===== src/rtl/bcd_count_ctrl.sv =====
`timescale 1ns/1ps
// Run/pause/step/clear sequencer for a two-digit BCD counter.
// Prescaled tick in RUN, optional stop at a BCD target.
module bcd_count_ctrl #(
  parameter int TICK_DIV = 50_000_000
) (
  input  logic        CLOCK_50,
  input  logic [3:0]  KEY,
  input  logic [17:0] SW,
  output logic [7:0]  LEDR,
  output logic [3:0]  LEDG
);

  localparam int PW = (TICK_DIV > 2) ? $clog2(TICK_DIV) : 1;
  localparam logic [PW-1:0] LAST = PW'(TICK_DIV - 1);

  typedef enum logic [1:0] {
    IDLE  = 2'd0,
    RUN   = 2'd1,
    PAUSE = 2'd2,
    DONE  = 2'd3
  } state_t;

  logic rst_n;
  assign rst_n = KEY[0];

  logic          unused_sw;
  assign unused_sw = ^SW[15:8];

  logic [2:0]    sync1_q, sync2_q, hist_q;
  state_t        state_q, state_d;
  logic [7:0]    cnt_q, cnt_d;
  logic [PW-1:0] pre_q, pre_d;
  logic [2:0]    ledg_q, ledg_d;
  logic          inv_q, inv_d;

  logic [2:0]    ev;
  logic          start_ev, clr_ev, step_ev;
  logic          tgt_bad, hit, tick;
  logic [7:0]    stepped;

  function automatic logic [7:0] bcd_step(
    input logic [7:0] c,
    input logic       dn
  );
    logic [3:0] t, o;
    t = c[7:4];
    o = c[3:0];
    if (!dn) begin
      if (o == 4'd9) begin
        o = 4'd0;
        t = (t == 4'd9) ? 4'd0 : t + 4'd1;
      end else begin
        o = o + 4'd1;
      end
    end else begin
      if (o == 4'd0) begin
        o = 4'd9;
        t = (t == 4'd0) ? 4'd9 : t - 4'd1;
      end else begin
        o = o - 4'd1;
      end
    end
    return {t, o};
  endfunction

  always_comb begin
    ev       = hist_q & ~sync2_q;
    start_ev = ev[0];
    clr_ev   = ev[1];
    step_ev  = ev[2];
    tgt_bad  = (SW[7:4] > 4'd9) || (SW[3:0] > 4'd9);
    inv_d    = tgt_bad;
    stepped  = bcd_step(cnt_q, SW[16]);
    hit      = SW[17] && !tgt_bad && (stepped == SW[7:0]);
    tick     = (state_q == RUN) && (pre_q == LAST);

    state_d = state_q;
    cnt_d   = cnt_q;
    pre_d   = pre_q;

    if (clr_ev) begin
      state_d = IDLE;
      cnt_d   = SW[16] ? 8'h99 : 8'h00;
      pre_d   = '0;
    end else begin
      unique case (state_q)
        IDLE: begin
          if (start_ev) begin
            if (!(SW[17] && tgt_bad)) begin
              state_d = RUN;
              pre_d   = '0;
            end
          end else if (step_ev) begin
            cnt_d = stepped;
            if (hit) state_d = DONE;
          end
        end
        RUN: begin
          pre_d = tick ? '0 : pre_q + 1'b1;
          if (tick) begin
            cnt_d = stepped;
            if (hit)           state_d = DONE;
            else if (start_ev) state_d = PAUSE;
          end else if (start_ev) begin
            state_d = PAUSE;
          end
        end
        PAUSE: begin
          if (start_ev) begin
            state_d = RUN;
          end else if (step_ev) begin
            cnt_d = stepped;
            if (hit) state_d = DONE;
          end
        end
        DONE: begin
          state_d = DONE;
        end
        default: state_d = IDLE;
      endcase
    end

    // LEDG[2:0] mirrors the next state so it lands with the step
    ledg_d = {state_d == DONE, state_d == PAUSE, state_d == RUN};
  end

  always_ff @(posedge CLOCK_50 or negedge rst_n) begin
    if (!rst_n) begin
      sync1_q <= 3'b111;
      sync2_q <= 3'b111;
      hist_q  <= 3'b111;
      state_q <= IDLE;
      cnt_q   <= 8'h00;
      pre_q   <= '0;
      ledg_q  <= 3'b000;
      inv_q   <= 1'b0;
    end else begin
      sync1_q <= KEY[3:1];
      sync2_q <= sync1_q;
      hist_q  <= sync2_q;
      state_q <= state_d;
      cnt_q   <= cnt_d;
      pre_q   <= pre_d;
      ledg_q  <= ledg_d;
      inv_q   <= inv_d;
    end
  end

  assign LEDR = cnt_q;
  assign LEDG = {inv_q, ledg_q};

endmodule


===== config.mk =====
export PLATFORM = sky130hd
export DESIGN_NAME = bcd_count_ctrl
export DESIGN_NICKNAME = d
export VERILOG_FILES = /design/src/rtl/bcd_count_ctrl.sv
export SDC_FILE = /design/constraint.sdc
export NUM_CORES = 1
export LEC_CHECK = 0
export CAP_MARGIN = 25
export CORE_MARGIN = 10
export CORE_UTILIZATION = 23
export DETAILED_ROUTE_END_ITERATION = 8
export HOLD_SLACK_MARGIN = 0.05
export SYNTH_ARGS = -nofsm -noshare
export SYNTH_HDL_FRONTEND = slang
export SYNTH_SLANG_ARGS = --single-unit

===== constraint.sdc =====
create_clock -name CLOCK_50 -period 2.8 [get_ports CLOCK_50]
set_input_delay 0.56 -clock CLOCK_50 [delete_from_list [all_inputs] [get_ports CLOCK_50]]
set_output_delay 0.56 -clock CLOCK_50 [all_outputs]
set_load 0.01 [all_outputs]

==> results.py <==
metrics = {
    "outcome": {
        "outcome": "complete, no violations",
    },
    "detailed_routing": {
        "drc": 0,
        "wl_mm": 7.56,
        "ant_nets": 0,
        "drt_iter0_markers": 179,
        "vias": 2638,
        "drt-pass1-iter-count": 4,
        "wire_per_inst_um": 13.4,
        "vias_per_cell": 4.69,
    },
    "finish": {
        "postLayoutCellArea_mm2": 0.00390,
        "seq_area_mm2": 0.00124,
        "drive_gt1_share_pct": 21.8,
        "multiInputGateArea_mm2": 0.00168,
        "fill_cells": 1376,
        "final_nets": 419,
        "fin_util_pct": 30.7,
        "n_antenna_cell": 0,
        "syn_to_final_growth_pct": 30.0,
    },
    "timing": {
        "finalMaxSlewViolations": 0,
        "finalClockSkew_ns": 0.00711,
        "fmax_mhz": 363,
        "fin_crit_sh_pct": 98.5,
        "setup_viol": 0,
        "relSlewSlack_pct": 66.7,
        "worst_pin_slew_ns": 0.487,
        "finalHoldViolCount": 0,
        "rsz0062_at_grt": "yes",
        "min_period_ns": 2.76,
        "fin_hold_ws_ns": 0.176,
        "fin_ws_ns": 0.0418,
    },
    "worst_setup_path": {
        "required_ns": 3.03,
        "crit_type": "flop to flop",
        "startpoint_type": "flop",
        "cp.arrival_ns": 2.98,
        "cp-end-kind": "flop",
        "crit_path_max_fanout": 4,
    },
    "placement": {
        "postPlaceCellArea_mm2": 0.00366,
        "port_buffers": 26,
        "hpwl_mm": 5.69,
        "pre_cts_ws_ns": -0.390,
        "gp_congestion": 0.820,
    },
    "synthesis": {
        "yosys_warnings": 0,
        "syn_area_per_cell_um2": 9.06,
        "netlist.area_leader.share_pct": 33.4,
        "synth_edf_count": 0,
        "ys.flop_type": "dfrtp_1",
        "yosysTopAreaCell": "dfrtp_1",
        "syn-cell-area_mm2": 0.00300,
        "synth_nets": 361,
        "synth.area.top_cells": "dfrtp_1, dfstp_2, nor2_1",
        "synth_common_cells": "nor2_1, dfrtp_1, nand2_1, o21ai_0, nand3_1",
        "yosysSeqAreaShare_pct": 41.2,
        "ys_types": 67,
        "synthCells": 331,
        "synth.most_common_cell": "nor2_1",
        "synthArstFlopShare_pct": 100,
        "synth_seq_cells": 49,
    },
    "global_routing": {
        "grt_usage_pct": 8.32,
        "grt_max_degree": 36,
        "grt_antenna_before_repair": 0,
        "globalRouteOverflowTotal": 0,
        "grt_pass1_vias": 2631,
        "grt_pass1_wl_mm": 12.7,
    },
    "power": {
        "internal_power_mw": 1.69,
        "p_comb_share_pct": 42.4,
        "power.switching_mw": 0.945,
        "netSwitchingFraction_pct": 35.9,
        "power_density_mw_per_mm2": 676,
        "p_seq_share_pct": 33.9,
        "pwr-share-clk_pct": 23.7,
        "peakVddDrop_mv": 0.339,
        "p_leak_nw": 1.57,
    },
    "clocking": {
        "clk_pin_slew_ns": 0.07,
        "cts_buffers": 5,
        "cts.sinks": 49,
        "h-tree-depth": 2,
        "cts_buffer_depth": 2,
        "clk-insertion-delay-late_ns": 0.29,
        "hold_buffers": 0,
        "cts_root_buf": "clkbuf_16",
        "cts_tree": "built",
    },
    "floorplan": {
        "core_area_mm2": 0.0127,
        "pin_count": 35,
        "rows": 41,
        "start_util_pct": 23.6,
        "fp.dieH_um": 134,
        "dieArea_mm2": 0.0180,
        "die_w_um": 134,
    },
    "hold_path": {
        "hold_class": "primary input to async pin",
    },
    "flow_run": {
        "max_cap_violations": 0,
    },
}
## cells in the final DEF (no fill, tap or decap), drive strengths merged, types with 3 or more instances in the layout
master         count
nor2              44
buf               41
dfrtp             40
o21ai             24
nand2             24
clkdlybuf4s50     24
nand3             17
a21oi             15
inv               15
xnor2              9
xor2               9
dfstp              9
nor2b              8
nor3               8
ha                 7
nand4              6
a31oi              6
or3                6
and3               6
nand2b             5
clkbuf             5
and2               4
nand3b             3
a211oi             3
a221o              3
mux2i              3
nor4b              3
## through the flow
stage               power [mW]  setup TNS [ns]  cells
global route              2.82          -0.343    562
CTS                       2.58               0    559
floorplan                 1.51               0    331
detailed placement        1.94           -2.72    551
global placement          1.92           -2.58    551
finish                    2.63               0    562
## state kept, by name (all words and copies together), names as in the netlist
name,count
LEDR,8
hist_q,3
inv_q,1
ledg_q,3
pre_q,26
state_q,2
sync1_q,3
sync2_q,3
## layer usage
layer	vias to the layer above	wire length, µm	GRT usage, %
met2	42	3830	14.6
met3	9	181	1.61
met1	1291	3420	9.96
li1	1296	-	-
met4	0	121	2.60
met5	-	0	0
## power groups by stage
| stage | Sequential (mW) | Clock (mW) | Combinational, mW |
|---|---|---|---|
| finish | 0.893 | 0.626 | 1.12 |
| global route | 0.906 | 0.675 | 1.24 |
| CTS | 0.885 | 0.646 | 1.05 |
| detailed placement | 0.898 | 0 | 1.04 |
| global placement | 0.896 | 0 | 1.02 |
| floorplan | 0.894 | 0 | 0.615 |
## worst max-delay path, stage by stage, from the launching register on
cell and delay, ns:
dfrtp_1 0.41, inv_1 0.07, ha_2 0.18, or3b_4 0.39, mux2i_1 0.13, a221o_1 0.39, xor2_1 0.16, nor4_2 0.24
buf_4 0.19, nand3_4 0.09, a22oi_2 0.26, nor2b_1 0.17
## final timing paths
| path | endpoint | start | cells after the start | slack, ns |
|---|---|---|---|---|
| max | ledg_q[0]$_DFF_PN0_ | LEDR[0]$_DFFE_PN0P_ | 11 | 0.04 |
| min | pre_q[22]$_DFFE_PN0P_ | KEY[0] | 1 | 0.18 |
| max reg2reg | ledg_q[0]$_DFF_PN0_ | LEDR[0]$_DFFE_PN0P_ | 11 | 0.04 |
| min reg2reg | sync2_q[2]$_DFF_PN1_ | sync1_q[2]$_DFF_PN1_ | 0 | 0.35 |
| max in group asynchronous | sync1_q[2]$_DFF_PN1_ | KEY[0] | 2 | 1.84 |
| min in group CLOCK_50 | sync2_q[2]$_DFF_PN1_ | sync1_q[2]$_DFF_PN1_ | 0 | 0.35 |
## what timing repair did
| action | in CTS | in global routing |
|---|---|---|
| endpoints found under the hold margin | 0 | 0 |
| pin swaps | 1 | 2 |
| setup buffers | 0 | 3 |
| cloned | 0 | 0 |
| gates resized for setup | 2 | 13 |
| setup endpoints to repair | 3 | 7 |
## kinds of logic (layout without fill, tap and decap cells)
group | after synthesis | count (layout) | synth area share [%]
multiplexers | 5 | 5 | 1.75
AO/OA/AOI/OAI | 70 | 70 | 15.0
buffers and inverters | 28 | 87 | 4.50
flip-flops | 49 | 49 | 41.2
XOR/XNOR | 18 | 18 | 5.25
AND/OR/NAND/NOR | 154 | 154 | 29.4
adder cells (fa/ha/maj) | 7 | 7 | 2.92
## area by class of cell
class / count / share of cell area, %
clock buffer: 5 / 3.21
tap: 172 / 5.52
inverter: 13 / 1.25
timing repair buffer: 66 / 14.4
clock inverter: 3 / 0.738
multi-input combinational: 254 / 43.1
sequential: 49 / 31.8
No activity file was read; power rests on OpenSTA's default activity.
